===== config.mk =====
export PLATFORM = sky130hd
export DESIGN_NAME = ps2_rx_apb_fifo_flat
export DESIGN_NICKNAME = d
export VERILOG_FILES = /design/src/rtl/ps2_rx_apb_fifo_if.sv /design/src/rtl/ps2_rx_apb_fifo.sv /design/src/flat_wrapper.sv
export SDC_FILE = /design/constraint.sdc
export NUM_CORES = 1
export LEC_CHECK = 0
export CORE_AREA = 2 2 108 110
export DETAILED_ROUTE_END_ITERATION = 6
export DIE_AREA = 0 0 110 112
export GPL_TIMING_DRIVEN = 1
export HOLD_SLACK_MARGIN = 0.08
export PLACE_DENSITY = 0.85
export SYNTH_ARGS = -nofsm -noshare
export SYNTH_HDL_FRONTEND = slang
export SYNTH_SLANG_ARGS = --single-unit

===== constraint.sdc =====
create_clock -name clock -period 4.2 [get_ports clock]
set_clock_uncertainty 0.2 [all_clocks]
set_input_delay 0.63 -clock clock [delete_from_list [all_inputs] [get_ports clock]]
set_output_delay 0.63 -clock clock [all_outputs]
set_load 0.1 [all_outputs]

===== src/rtl/ps2_rx_apb_fifo_if.sv =====
// APB slave bus bundle for the PS/2 keyboard port.
// The signal names follow the peripheral's published port list.
interface ps2_rx_apb_fifo_if;
  logic [31:0] in_paddr;
  logic        in_psel;
  logic        in_penable;
  logic [2:0]  in_pprot;
  logic        in_pwrite;
  logic [31:0] in_pwdata;
  logic [3:0]  in_pstrb;
  logic        in_pready;
  logic [31:0] in_prdata;
  logic        in_pslverr;

  modport slave (
    input  in_paddr, in_psel, in_penable, in_pprot, in_pwrite, in_pwdata, in_pstrb,
    output in_pready, in_prdata, in_pslverr
  );

  modport master (
    output in_paddr, in_psel, in_penable, in_pprot, in_pwrite, in_pwdata, in_pstrb,
    input  in_pready, in_prdata, in_pslverr
  );
endinterface


===== src/rtl/ps2_rx_apb_fifo.sv =====
// PS/2 receiver with glitch filter, frame checker, byte FIFO and a zero-wait APB register file.
// Received bytes are popped by reading DATA; errors are sticky until cleared through STATUS.
module ps2_rx_apb_fifo #(
  parameter int FIFO_DEPTH  = 8,
  parameter int FILTER_LEN  = 4,
  parameter int TIMEOUT_CYC = 20000
) (
  input  logic                clock,
  input  logic                reset,
  ps2_rx_apb_fifo_if.slave    apb,
  input  logic                ps2_clk,
  input  logic                ps2_data,
  output logic                irq
);

  localparam int PTR_W = $clog2(FIFO_DEPTH);
  localparam int CNT_W = PTR_W + 1;
  localparam int TO_W  = $clog2(TIMEOUT_CYC + 1);
  localparam logic [CNT_W-1:0] DEPTH_C  = CNT_W'(FIFO_DEPTH);
  localparam logic [3:0]       FILT_MAX = 4'(FILTER_LEN - 1);
  localparam logic [TO_W-1:0]  TO_MAX   = TO_W'(TIMEOUT_CYC - 1);

  typedef enum logic [1:0] {IDLE, RECV, CHECK} rxState_t;

  logic [1:0]       ps2ClkSync_q, ps2DataSync_q;
  logic             filtClk_q, filtClk_d;
  logic [3:0]       filtCnt_q, filtCnt_d;
  rxState_t         state_q, state_d;
  logic [3:0]       bitCnt_q, bitCnt_d;
  logic [10:0]      frame_q, frame_d;
  logic [TO_W-1:0]  toCnt_q, toCnt_d;
  logic             enable_q, irqEn_q;
  logic             overflow_q, parityErr_q, frameErr_q;
  logic [7:0]       mem [FIFO_DEPTH];
  logic [PTR_W-1:0] wrPtr_q, rdPtr_q;
  logic [CNT_W-1:0] count_q;

  logic       sampleEdge, syncData, timeoutHit, frameDone;
  logic       frameBad, parityBad, hasRoom, push, pop;
  logic       access, rdAcc, wrAcc, notEmpty, full;
  logic [1:0] regSel;
  logic [2:0] w1cClr;
  logic       setOv, setPe, setFe;
  logic       unusedBits;

  assign unusedBits = ^{apb.in_pprot, apb.in_paddr[31:4], apb.in_paddr[1:0],
                        apb.in_pwdata[31:5], apb.in_pstrb[3:1]};

  // Two-flop synchronisers; the line idles high so reset to 1.
  always_ff @(posedge clock) begin
    if (reset) begin
      ps2ClkSync_q  <= 2'b11;
      ps2DataSync_q <= 2'b11;
    end else begin
      ps2ClkSync_q  <= {ps2ClkSync_q[0], ps2_clk};
      ps2DataSync_q <= {ps2DataSync_q[0], ps2_data};
    end
  end

  assign syncData = ps2DataSync_q[1];

  // The filtered clock only follows after FILTER_LEN consecutive disagreeing samples.
  always_comb begin
    filtClk_d = filtClk_q;
    filtCnt_d = 4'd0;
    if (ps2ClkSync_q[1] != filtClk_q) begin
      if (filtCnt_q == FILT_MAX) begin
        filtClk_d = ps2ClkSync_q[1];
      end else begin
        filtCnt_d = filtCnt_q + 4'd1;
      end
    end
  end

  always_ff @(posedge clock) begin
    if (reset) begin
      filtClk_q <= 1'b1;
      filtCnt_q <= 4'd0;
    end else begin
      filtClk_q <= filtClk_d;
      filtCnt_q <= filtCnt_d;
    end
  end

  assign sampleEdge = enable_q & filtClk_q & ~filtClk_d;

  always_ff @(posedge clock) begin
    if (reset) begin
      state_q  <= IDLE;
      bitCnt_q <= 4'd0;
      frame_q  <= 11'd0;
      toCnt_q  <= '0;
    end else begin
      state_q  <= state_d;
      bitCnt_q <= bitCnt_d;
      frame_q  <= frame_d;
      toCnt_q  <= toCnt_d;
    end
  end

  // Deframing FSM; the timeout counter only runs between edges of a frame in progress.
  always_comb begin
    state_d    = state_q;
    bitCnt_d   = bitCnt_q;
    frame_d    = frame_q;
    toCnt_d    = toCnt_q;
    timeoutHit = 1'b0;
    frameDone  = 1'b0;
    if (!enable_q) begin
      state_d  = IDLE;
      bitCnt_d = 4'd0;
      toCnt_d  = '0;
    end else begin
      unique case (state_q)
        IDLE: begin
          toCnt_d = '0;
          if (sampleEdge) begin
            frame_d[0] = syncData;
            bitCnt_d   = 4'd1;
            state_d    = RECV;
          end
        end
        RECV: begin
          if (sampleEdge) begin
            frame_d[bitCnt_q] = syncData;
            bitCnt_d          = bitCnt_q + 4'd1;
            toCnt_d           = '0;
            if (bitCnt_q == 4'd10) state_d = CHECK;
          end else if (toCnt_q == TO_MAX) begin
            timeoutHit = 1'b1;
            state_d    = IDLE;
            bitCnt_d   = 4'd0;
            toCnt_d    = '0;
          end else begin
            toCnt_d = toCnt_q + 1'b1;
          end
        end
        CHECK: begin
          frameDone = 1'b1;
          state_d   = IDLE;
          bitCnt_d  = 4'd0;
        end
        default: begin
          state_d  = IDLE;
          bitCnt_d = 4'd0;
        end
      endcase
    end
  end

  assign access   = apb.in_psel & apb.in_penable;
  assign rdAcc    = access & ~apb.in_pwrite;
  assign wrAcc    = access & apb.in_pwrite & apb.in_pstrb[0];
  assign regSel   = apb.in_paddr[3:2];
  assign notEmpty = (count_q != '0);
  assign full     = (count_q == DEPTH_C);

  assign frameBad  = frame_q[0] | ~frame_q[10];
  assign parityBad = ~(^frame_q[9:1]);
  assign pop       = rdAcc & (regSel == 2'd0) & notEmpty;
  assign hasRoom   = ~full | pop;
  assign push      = frameDone & ~frameBad & ~parityBad & hasRoom;
  assign setOv     = frameDone & ~frameBad & ~parityBad & ~hasRoom;
  assign setPe     = frameDone & ~frameBad & parityBad;
  assign setFe     = (frameDone & frameBad) | timeoutHit;
  assign w1cClr    = (wrAcc && regSel == 2'd1) ? apb.in_pwdata[4:2] : 3'b000;

  always_ff @(posedge clock) begin
    if (push) mem[wrPtr_q] <= frame_q[8:1];
  end

  always_ff @(posedge clock) begin
    if (reset) begin
      wrPtr_q <= '0;
      rdPtr_q <= '0;
      count_q <= '0;
    end else begin
      if (push) wrPtr_q <= wrPtr_q + 1'b1;
      if (pop)  rdPtr_q <= rdPtr_q + 1'b1;
      if (push && !pop)      count_q <= count_q + 1'b1;
      else if (pop && !push) count_q <= count_q - 1'b1;
    end
  end

  // Sticky flags: a hardware set in the same cycle as a W1C clear takes priority.
  always_ff @(posedge clock) begin
    if (reset) begin
      overflow_q  <= 1'b0;
      parityErr_q <= 1'b0;
      frameErr_q  <= 1'b0;
      enable_q    <= 1'b1;
      irqEn_q     <= 1'b0;
    end else begin
      overflow_q  <= (overflow_q  & ~w1cClr[0]) | setOv;
      parityErr_q <= (parityErr_q & ~w1cClr[1]) | setPe;
      frameErr_q  <= (frameErr_q  & ~w1cClr[2]) | setFe;
      if (wrAcc && regSel == 2'd2) begin
        enable_q <= apb.in_pwdata[0];
        irqEn_q  <= apb.in_pwdata[1];
      end
    end
  end

  always_comb begin
    apb.in_prdata = 32'd0;
    if (access) begin
      unique case (regSel)
        2'd0:    apb.in_prdata = notEmpty ? {23'd0, 1'b1, mem[rdPtr_q]} : 32'd0;
        2'd1:    apb.in_prdata = {16'd0, 8'(count_q), 3'd0, frameErr_q, parityErr_q,
                                  overflow_q, full, notEmpty};
        2'd2:    apb.in_prdata = {30'd0, irqEn_q, enable_q};
        default: apb.in_prdata = 32'd0;
      endcase
    end
  end

  assign apb.in_pready  = access;
  assign apb.in_pslverr = access & (regSel == 2'd3);
  assign irq            = irqEn_q & notEmpty;

endmodule


===== src/flat_wrapper.sv =====
// flat-port wrapper written by rule: the top's interface ports become plain ports
module ps2_rx_apb_fifo_flat 
#(
  parameter int FIFO_DEPTH  = 8,
  parameter int FILTER_LEN  = 4,
  parameter int TIMEOUT_CYC = 20000
)
  (clock, reset, ps2_clk, ps2_data, irq, apb_in_paddr, apb_in_psel, apb_in_penable, apb_in_pprot, apb_in_pwrite, apb_in_pwdata, apb_in_pstrb, apb_in_pready, apb_in_prdata, apb_in_pslverr);
  ps2_rx_apb_fifo_if apb_i ();
  input  logic clock;
  input  logic reset;
  input  logic ps2_clk;
  input  logic ps2_data;
  output logic irq;
  input wire logic [$bits(apb_i.in_paddr)-1:0] apb_in_paddr;
  input wire logic [$bits(apb_i.in_psel)-1:0] apb_in_psel;
  input wire logic [$bits(apb_i.in_penable)-1:0] apb_in_penable;
  input wire logic [$bits(apb_i.in_pprot)-1:0] apb_in_pprot;
  input wire logic [$bits(apb_i.in_pwrite)-1:0] apb_in_pwrite;
  input wire logic [$bits(apb_i.in_pwdata)-1:0] apb_in_pwdata;
  input wire logic [$bits(apb_i.in_pstrb)-1:0] apb_in_pstrb;
  output wire logic [$bits(apb_i.in_pready)-1:0] apb_in_pready;
  output wire logic [$bits(apb_i.in_prdata)-1:0] apb_in_prdata;
  output wire logic [$bits(apb_i.in_pslverr)-1:0] apb_in_pslverr;
  assign apb_i.in_paddr = apb_in_paddr;
  assign apb_i.in_psel = apb_in_psel;
  assign apb_i.in_penable = apb_in_penable;
  assign apb_i.in_pprot = apb_in_pprot;
  assign apb_i.in_pwrite = apb_in_pwrite;
  assign apb_i.in_pwdata = apb_in_pwdata;
  assign apb_i.in_pstrb = apb_in_pstrb;
  assign apb_in_pready = apb_i.in_pready;
  assign apb_in_prdata = apb_i.in_prdata;
  assign apb_in_pslverr = apb_i.in_pslverr;
  ps2_rx_apb_fifo #(.FIFO_DEPTH(FIFO_DEPTH), .FILTER_LEN(FILTER_LEN), .TIMEOUT_CYC(TIMEOUT_CYC)) u_core (.clock(clock), .reset(reset), .apb(apb_i), .ps2_clk(ps2_clk), .ps2_data(ps2_data), .irq(irq));
endmodule

### Yosys cells after proc, flatten, opt, wreduce, memory -nomap -nowiden

Memory sizes are Yosys's and may differ from the RTL's. A register that Yosys moved wholly into a read port is not among the register bits.
Index checks and enable logic that the tools add are counted.

* register bits after elaboration: 56
* memory bits (writable): 64
* input port bits: 78
* output and inout port bits: 35
* logic and storage cells: 133
* memories: 1

* add/sub/neg operators: 7
* order comparisons: 2
* eq/ne operators: 14
* muxes and demuxes: 36
* bitwise logic cells: 37
* reduce and logical (&&, ||, !) cells: 19

Memory list
* u_core.mem: depth 8, width 8, read ports 1, clocked after Yosys merged registers in 1, write ports 1, line ps2_rx_apb_fifo.sv:34 `logic [7:0] mem [FIFO_DEPTH];`

Operators with widths (number)
* $pmux W32 S3: 1
* $mux W32: 1
* $mux W15: 2
* $pmux W15 S2: 1
* $mux W4: 5
* $and A1 B1 Y1: 19
* $add A15 B1 Y15 const B: 1
* $eq A15 B15 Y1 const B: 1
* $mux W1: 13
* $add A4 B1 Y4 const B: 3
* $not A1 Y1: 12
* $bwmux W11: 1
* $mux W3: 3
* $mux W9: 1
* $reduce_xor A9 Y1: 1
* $eq A4 B4 Y1 const B: 2
* $mux W2: 4
* $pmux W4 S2: 1
* $add A3 B1 Y3 const B: 2
* $eq A2 B2 Y1 const B: 3
* $or A1 B1 Y1: 6
* $reduce_and A3 Y1: 2
* $logic_and A1 B1 Y1: 5
* $lt A4 B5 Y1 const B: 1
* other kinds (19): 24

### Longest topological paths before layout

Gate-level depths: netlist (run 1).

* depth in word-level cells: 10
* depth in mapped cells: 13

### Worst setup path after synthesis (run 1)

No wires, ideal clock.

* path type: input to output
* from: input apb_in_psel
* to: output apb_in_prdata[2]
* arrival: 2.852 ns
* data required time: 3.370 ns
* slack: 0.518 ns
* stages: 4
* buffers on the path: 0
* path through: nand2_1 inv_1 nand2_1 nor2_1

* cells in the longest elaborated chain, start to end: 2

RTL lines
* from (decl): line flat_wrapper.sv:16 `input wire logic [$bits(apb_i.in_psel)-1:0] apb_in_psel;`
* $and A1 B1 Y1: line ps2_rx_apb_fifo.sv:151 `assign access = apb.in_psel & apb.in_penable;`
* named net apb_in_pready: line flat_wrapper.sv:22 `output wire logic [$bits(apb_i.in_pready)-1:0] apb_in_pready;`
* $mux W32: line ps2_rx_apb_fifo.sv:206 `if (access) begin`
* to (decl): line flat_wrapper.sv:23 `output wire logic [$bits(apb_i.in_prdata)-1:0] apb_in_prdata;`

The timed path passes the listed nets, and every way through them passes these cells.

### Worst setup path after layout (run 1)

* from: register u_core.frame_q[5]
* to: register u_core.count_q[3]

* cells in the longest elaborated chain, start to end: 6
* elaborated cells between the ends (all ways): 8
* classes of those cells: mux (1); bitwise (2); reduce/logical (5)

RTL lines
* from (decl): line ps2_rx_apb_fifo.sv:30 `logic [10:0] frame_q, frame_d;`
* from (signal assigned): line ps2_rx_apb_fifo.sv:96 `frame_q <= frame_d;`
* $reduce_xor A9 Y1 (*): line ps2_rx_apb_fifo.sv:159 `assign parityBad = ~(^frame_q[9:1]);`
* $and A1 B1 Y1 (*) (2 in series): line ps2_rx_apb_fifo.sv:162 `assign push = frameDone & ~frameBad & ~parityBad & hasRoom;`
* $logic_not A1 Y1: line ps2_rx_apb_fifo.sv:181 `else if (pop && !push) count_q <= count_q - 1'b1;`
* $logic_and A1 B1 Y1: line ps2_rx_apb_fifo.sv:181
* $reduce_bool A2 Y1 (no source line)
* to (signal assigned): line ps2_rx_apb_fifo.sv:180 `if (push && !pop) count_q <= count_q + 1'b1;`
* to (signal assigned): line ps2_rx_apb_fifo.sv:181
* to (decl): line ps2_rx_apb_fifo.sv:36 `logic [CNT_W-1:0] count_q;`

Every way passes the cells marked *; elsewhere a longest branch is shown, timed or not.
A chain may end at the register's enable or synchronous reset.

==> results.sh, run 1 <==
export IMPL_cp_max_fo=10
export IMPL_dp_hpwl_um=7230
export IMPL_status="completed"
export IMPL_gr_usage_met1_pct=23.1
export IMPL_setup_slack_ps=624
export IMPL_hold_path_depth=1
export IMPL_p_clk_share_pct=48.7
export IMPL_synth_cell_types=59
export IMPL_use_met3_pct=4.45
export IMPL_yosys_warnings=0
export IMPL_yosys_area_top_type_share_pct=34.6
export IMPL_ys_seq_area_share_pct=55.8
export IMPL_p_int_w=0.00206
export IMPL_startpoint="u_core.frame_q[5]"
export IMPL_r2r_start="u_core.frame_q[5]"
export IMPL_viasPerCell=5.49
export IMPL_grt_pass1_wl_um=18000
export IMPL_antenna_left=0
export IMPL_crit_arrival_ps=3710
export IMPL_cts_sinks=123
export IMPL_grt_max_degree=33
export IMPL_vias=3618
export IMPL_final_layout_size_suffix_gt1_share_pct=17.1
export IMPL_synth_largest_area_cell="edfxtp_1"
export IMPL_regArea_um2=3100
export IMPL_drc=0
export IMPL_grt_usage_pct=19.3
export IMPL_use_met2_pct=32.3
export IMPL_setup_viol=0
export IMPL_holdBufCountCts=0
export IMPL_fill_cells=835
export IMPL_dr_pass1_iters=5
export IMPL_post_cts_setup_buffer_count=0
export IMPL_synth_commonest_cells="edfxtp_1, dfxtp_1, nor2_1"
export IMPL_drt_iter0_drc=238
export IMPL_fin_nets=593
export IMPL_crit_required_ps=4340
export IMPL_power_density_nw_per_um2=416
export IMPL_crit_family="XOR/XNOR gates"
export IMPL_multi_input_area_um2=2280
export IMPL_numCtsBuffers=17
export IMPL_io_pins=113
export IMPL_worst_pin_slew_ps=961
export IMPL_initial_utilization_pct=49.8
export IMPL_rsz0062_at_grt="no"
export IMPL_die_area_um2=12300
export IMPL_avgRoutedWirePerCell_um=16.4
export IMPL_path_cells="xnor2_1 -> xnor3_1 -> xnor2_2 -> nand3_2 -> inv_2 -> ha_1 -> inv_1 -> ha_1 -> a21o_1 -> a21oi_1 -> xnor2_1 -> or3_1 -> a21oi_1"
export IMPL_start_kind="flip-flop"
export IMPL_slowest_stage="dfxtp_1"
export IMPL_swShare_pct=23.4
export IMPL_cp_depth=13
export IMPL_crit_buf_inv=2
export IMPL_critPathKind="flip-flop to flip-flop"
export IMPL_synthArstFlopShare_pct=0
export IMPL_grt_pass1_vias=3684
export IMPL_grt_busiest_layer="met2"
export IMPL_synth_ff_type="edfxtp_1"
export IMPL_p_switching_w=0.000631
export IMPL_max_slew_margin_pct=35.7
export IMPL_avgSynthCellArea_um2=12.0
export IMPL_grt_remaining_overflow=0
export IMPL_p_leak_nw=2.36
export IMPL_clk_path_buf_depth=2
export IMPL_ir_drop_mv=0.257
export IMPL_period_minus_slack_ps=3580
export IMPL_dp_slack_ps=301
export IMPL_yosysMostFrequentCell="edfxtp_1"
export IMPL_antenna_cells=0
export IMPL_cts_max_level=4
export IMPL_tritoncts="built"
export IMPL_io_buffer_count=29
export IMPL_maxCapViolations=0
export IMPL_hold_viol=0
export IMPL_antenna_found_initial=0
export IMPL_tns_ps=0
export IMPL_gp_congestion=0.826
export IMPL_cts_resized=0
export IMPL_drv_slew=0
export IMPL_cts_root_buf="clkbuf_16"
export IMPL_cpPeakStageDelay_ps=530
export IMPL_die_w_um=110
export IMPL_syn_area_um2=5560
export IMPL_reg2reg_depth=13
export IMPL_fin_crit_sh_pct=85.1
export IMPL_syn2layout_area_growth_pct=16.2
export IMPL_clkTransAtPathRegs_ps=60
export IMPL_synth_area_leaders="edfxtp_1, dfxtp_1, mux4_2"
export IMPL_core_area_um2=11200
export IMPL_seq_power_share_pct=46.7
export IMPL_postSynthCellCount=463
export IMPL_holdCritPathClass="flip-flop to flip-flop"
export IMPL_power_frac_comb_pct=4.6
export IMPL_synth_seq_cells=123
export IMPL_synth_edf_count=64
export IMPL_fp_row_count=39
export IMPL_fmax_mhz=280
export IMPL_critPathCaptureType="flip-flop"
export IMPL_totalWireLength_um=10800
export IMPL_hp_start="u_core.ps2DataSync_q[0]"
export IMPL_fp_dieH_um=112
export IMPL_clkLatencyLatePin_ps=410
[power by group through the flow]
stage                     sequential, W  clock [W]  combinational, W
after floorplan                 0.00128          0          0.000116
after global placement          0.00128          0          0.000121
after detailed placement        0.00128          0          0.000122
after CTS                       0.00126    0.00132          0.000122
after global routing            0.00126    0.00138          0.000127
final                           0.00126    0.00131          0.000123
[sequential cells by signal, summed over array words and instances (netlist names), named ones only]
name / cells
u_core.state_q: 2
u_core.ps2DataSync_q: 2
u_core.frameErr_q: 1
u_core.filtCnt_q: 4
u_core.count_q: 4
u_core.enable_q: 1
u_core.wrPtr_q: 3
u_core.bitCnt_q: 4
u_core.mem: 64
u_core.overflow_q: 1
u_core.rdPtr_q: 3
u_core.irqEn_q: 1
u_core.frame_q: 11
u_core.ps2ClkSync_q: 2
u_core.parityErr_q: 1
u_core.toCnt_q: 15
u_core.filtClk_q: 1
[routing by layer]
layer | vias up | share of wire (%) | wire (µm)
li1 | 1733 | - | -
met1 | 1752 | 40 | 4310
met2 | 107 | 53 | 5680
met3 | 26 | 4.5 | 483
met4 | 0 | 3.0 | 328
met5 | - | 0 | 0
[placed cells by master, fill, tap and decap left out, drive strengths merged, types with 6 or more instances in the layout]
cell | Yosys | final
nand3 | 18 | 18
nor2 | 57 | 57
a21oi | 11 | 11
nand2 | 33 | 33
buf | 25 | 23
clkbuf | 11 | 20
mux2 | 7 | 7
o21ai | 7 | 7
ha | 11 | 11
edfxtp | 64 | 64
nor4 | 6 | 6
nor2b | 12 | 12
xor2 | 8 | 8
xnor2 | 15 | 15
mux4 | 16 | 16
nand4 | 10 | 10
conb | 1 | 20
clkdlybuf4s50 | 0 | 15
inv | 9 | 11
dfxtp | 59 | 59
clkinv | 0 | 8
mux2i | 19 | 19
nor3 | 10 | 10
[logic make-up (layout without fill, tap and decap cells)]
logic type	count (synthesis)	in the layout	share of synthesized area [%]
buf+inv	45	79	4.52
other cells	1	20	0.0674
flops	123	123	55.8
xor+xnor	24	24	4.16
mux	42	42	11.3
simple gates	179	179	16.9
fa+ha+maj	12	12	2.83
compound gates	37	37	4.45
[area by class of cell]
class,count,share of cell area (%)
clock buffer,20,7.07
clock inverter,12,1.39
inverter,9,0.523
multi-input combinational,314,35.2
sequential,123,48.0
tap,143,2.77
timing repair buffer,38,4.99
[through the flow]
stage | total power [W] | util (%) | instance area (µm²) | cells | hold WS [ps]
after floorplan | 0.00140 | - | 5630 | 482 | 189
after global placement | 0.00140 | 53.0 | 5920 | 627 | 196
after detailed placement | 0.00140 | 53.0 | 5920 | 627 | 200
after CTS | 0.00270 | 57.8 | 6460 | 659 | 219
after global routing | 0.00276 | 57.8 | 6460 | 659 | 240
final | 0.00269 | 57.8 | 6460 | 659 | 216
[final timing paths]
path	end	slack [ps]
max	u_core.count_q[3]	620
min	u_core.ps2DataSync_q[1]	220
max reg2reg	u_core.count_q[3]	620
min reg2reg	u_core.ps2DataSync_q[1]	220
[worst reg2reg max path: cells and delay by family (launching register included)]
| kind | cells | cell delay [ps] |
|---|---|---|
| compound gates | 3 | 510 |
| xor+xnor | 4 | 1050 |
| fa+ha+maj | 2 | 480 |
| buf+inv | 2 | 240 |
| flops | 1 | 530 |
| simple gates | 2 | 490 |
Power figures use the tool's default switching activity.
==> run 2, diff against run 1 <==
Settings changed: CORE_AREA 2 2 108 110 to 2 2 109 111, DIE_AREA 0 0 110 112 to 0 0 111 113, GPL_ROUTABILITY_DRIVEN set to 0, PLACE_DENSITY 0.85 to 0.84.
Clock period 4.2 ns to 3.95 ns, I/O delays scaled along.
==> run 2 against run 1 <==
Global-route usage rose by 0.34 points. Worst hold slack got worse by 8.8 ps. Cell count rose by 0.91%. Count of clock-buffer cells in the layout did not move. Routed wire length rose by 7.6%. Via count rose by 4.5%. Largest cell class unchanged. Die area rose by 1.8%.
==> results.sh, run 2 (synthesis results as in run 1) <==
export IMPL_status="completed"
export IMPL_grt_pass1_wl_um=18900
export IMPL_fill_cells=867
export IMPL_grt_remaining_overflow=0
export IMPL_max_slew_margin_pct=35.5
export IMPL_cts_sinks=123
export IMPL_grt_usage_pct=19.6
export IMPL_stdcell_area_um2=6580
export IMPL_cts_resized=0
export IMPL_fp_dieH_um=113
export IMPL_finish_utilization_pct=58.3
export IMPL_hp_start="u_core.ps2ClkSync_q[0]"
export IMPL_setup_viol=0
export IMPL_die_area_um2=12500
export IMPL_cp_max_fo=10
export IMPL_r2r_setup_slack_ps=390
export IMPL_seq_power_share_pct=44.0
export IMPL_whs_ps=207
export IMPL_initial_utilization_pct=49.3
export IMPL_drv_slew=0
export IMPL_start_kind="flip-flop"
export IMPL_grt_pass1_vias=3874
export IMPL_layout_commonest_cell="edfxtp_1"
export IMPL_antenna_found_initial=0
export IMPL_largest_reg_flops=64
export IMPL_holdPathEnd="u_core.ps2ClkSync_q[1]"
export IMPL_critPathKind="flip-flop to flip-flop"
export IMPL_antenna_left=0
export IMPL_clkTransAtPathRegs_ps=60
export IMPL_hold_viol=0
export IMPL_reg2reg_depth=13
export IMPL_rsz0062_at_grt="no"
export IMPL_p_switching_w=0.000677
export IMPL_holdBufCountCts=0
export IMPL_p_clk_share_pct=51.7
export IMPL_io_buffer_count=29
export IMPL_drt_iter0_drc=284
export IMPL_swShare_pct=22.3
export IMPL_crit_required_ps=4100
export IMPL_power_frac_comb_pct=4.3
export IMPL_ir_drop_mv=0.389
export IMPL_fmax_mhz=281
export IMPL_tns_ps=0
export IMPL_crit_arrival_ps=3710
export IMPL_fin_crit_sh_pct=90.2
export IMPL_period_minus_slack_ps=3560
export IMPL_cts_root_buf="clkbuf_16"
export IMPL_core_area_um2=11300
export IMPL_antenna_cells=0
export IMPL_top_register="u_core.mem"
export IMPL_dp_hpwl_um=7690
export IMPL_clk_path_buf_depth=2
export IMPL_p_leak_nw=2.42
export IMPL_top_regs="u_core.mem: 64 flops, u_core.toCnt_q: 15 flops, u_core.frame_q: 11 flops"
export IMPL_r2r_start="u_core.frame_q[5]"
export IMPL_cts_max_level=4
export IMPL_p_int_w=0.00236
export IMPL_holdCritPathClass="flip-flop to flip-flop"
export IMPL_hold_path_depth=1
export IMPL_reg2reg_to="u_core.count_q[3]"
export IMPL_post_cts_setup_buffer_count=0
export IMPL_finalPower_w=0.00304
export IMPL_critPathCaptureType="flip-flop"
export IMPL_worst_pin_slew_ps=964
export IMPL_vias=3782
export IMPL_clkLatencyLatePin_ps=420
export IMPL_final_layout_size_suffix_gt1_share_pct=18.2
export IMPL_maxCapViolations=0
export IMPL_numCtsBuffers=17
export IMPL_totalWireLength_um=11600
export IMPL_fin_nets=599
export IMPL_avgRoutedWirePerCell_um=17.5
export IMPL_syn2layout_area_growth_pct=18.2
export IMPL_die_w_um=111
export IMPL_dr_pass1_iters=5
export IMPL_io_pins=113
export IMPL_power_density_nw_per_um2=462
export IMPL_tritoncts="built"
export IMPL_final_cell_mix="edfxtp_1, dfxtp_1, nor2_1"
export IMPL_viasPerCell=5.69
export IMPL_place_area_um2=5960
export IMPL_fp_row_count=39
export IMPL_drc=0
export IMPL_grt_max_degree=33
## run 2: cell type report
class | instances | area, µm² | area share [%]
clock buffers | 20 | 479 | 7.29
clock inverters | 12 | 134 | 2.04
inverters | 9 | 33.8 | 0.514
multi-input cells | 314 | 2280 | 34.7
flip-flops and latches | 123 | 3100 | 47.2
well taps | 143 | 179 | 2.72
repair buffers | 44 | 368 | 5.59
## run 2: critical path: stages, from the launching register on
cell and delay [ps]:
dfxtp_1 550, xnor2_1 170, xnor3_1 460, xnor2_2 320
nand3_2 180, inv_2 110, ha_1 200, inv_1 110
ha_1 290, a21o_1 180, a21oi_1 170, xnor2_1 100
or3_1 320, a21oi_1 140
## run 2: power groups by stage
| stage | clock [W] | sequential [W] | combinational, W |
|---|---|---|---|
| final | 0.00157 | 0.00134 | 0.000131 |
| after CTS | 0.00159 | 0.00134 | 0.000131 |
| after floorplan | 0 | 0.00136 | 0.000124 |
| after global placement | 0 | 0.00136 | 0.000128 |
| after global routing | 0.00165 | 0.00134 | 0.000136 |
| after detailed placement | 0 | 0.00136 | 0.000130 |
## run 2: how the worst max path moves through the flow
stage / startpoint / to / depth (start not counted)
floorplan: apb_in_psel / apb_in_prdata[2] / 4
global placement: apb_in_paddr[3] / u_core.count_q[3] / 13
detailed placement: apb_in_paddr[3] / u_core.count_q[3] / 13
CTS: u_core.frame_q[4] / u_core.count_q[3] / 13
global route: u_core.frame_q[4] / u_core.count_q[3] / 13
finish: u_core.frame_q[5] / u_core.count_q[3] / 13
## run 2: per-stage QoR
step / cells / worst slack (ps)
after floorplan: 482 / 343
after global placement: 633 / 392
after detailed placement: 633 / 311
after CTS: 665 / 402
after global routing: 665 / 182
final: 665 / 388
## run 2: per-layer routing
layer / track usage [%] / vias to the layer above / share of wire, %
met4: 10.3 / 0 / 3.4
met3: 5.57 / 35 / 5.7
met5: 0 / - / 0
li1: - / 1744 / -
met1: 22.1 / 1863 / 38
met2: 34.2 / 140 / 52
==> run 3, diff against run 2 <==
Settings changed: CAP_MARGIN set to 10, SLEW_MARGIN set to 10.
==> results of run 3 <==
The final DEF is identical to that of run 2; final timing and power are the same.
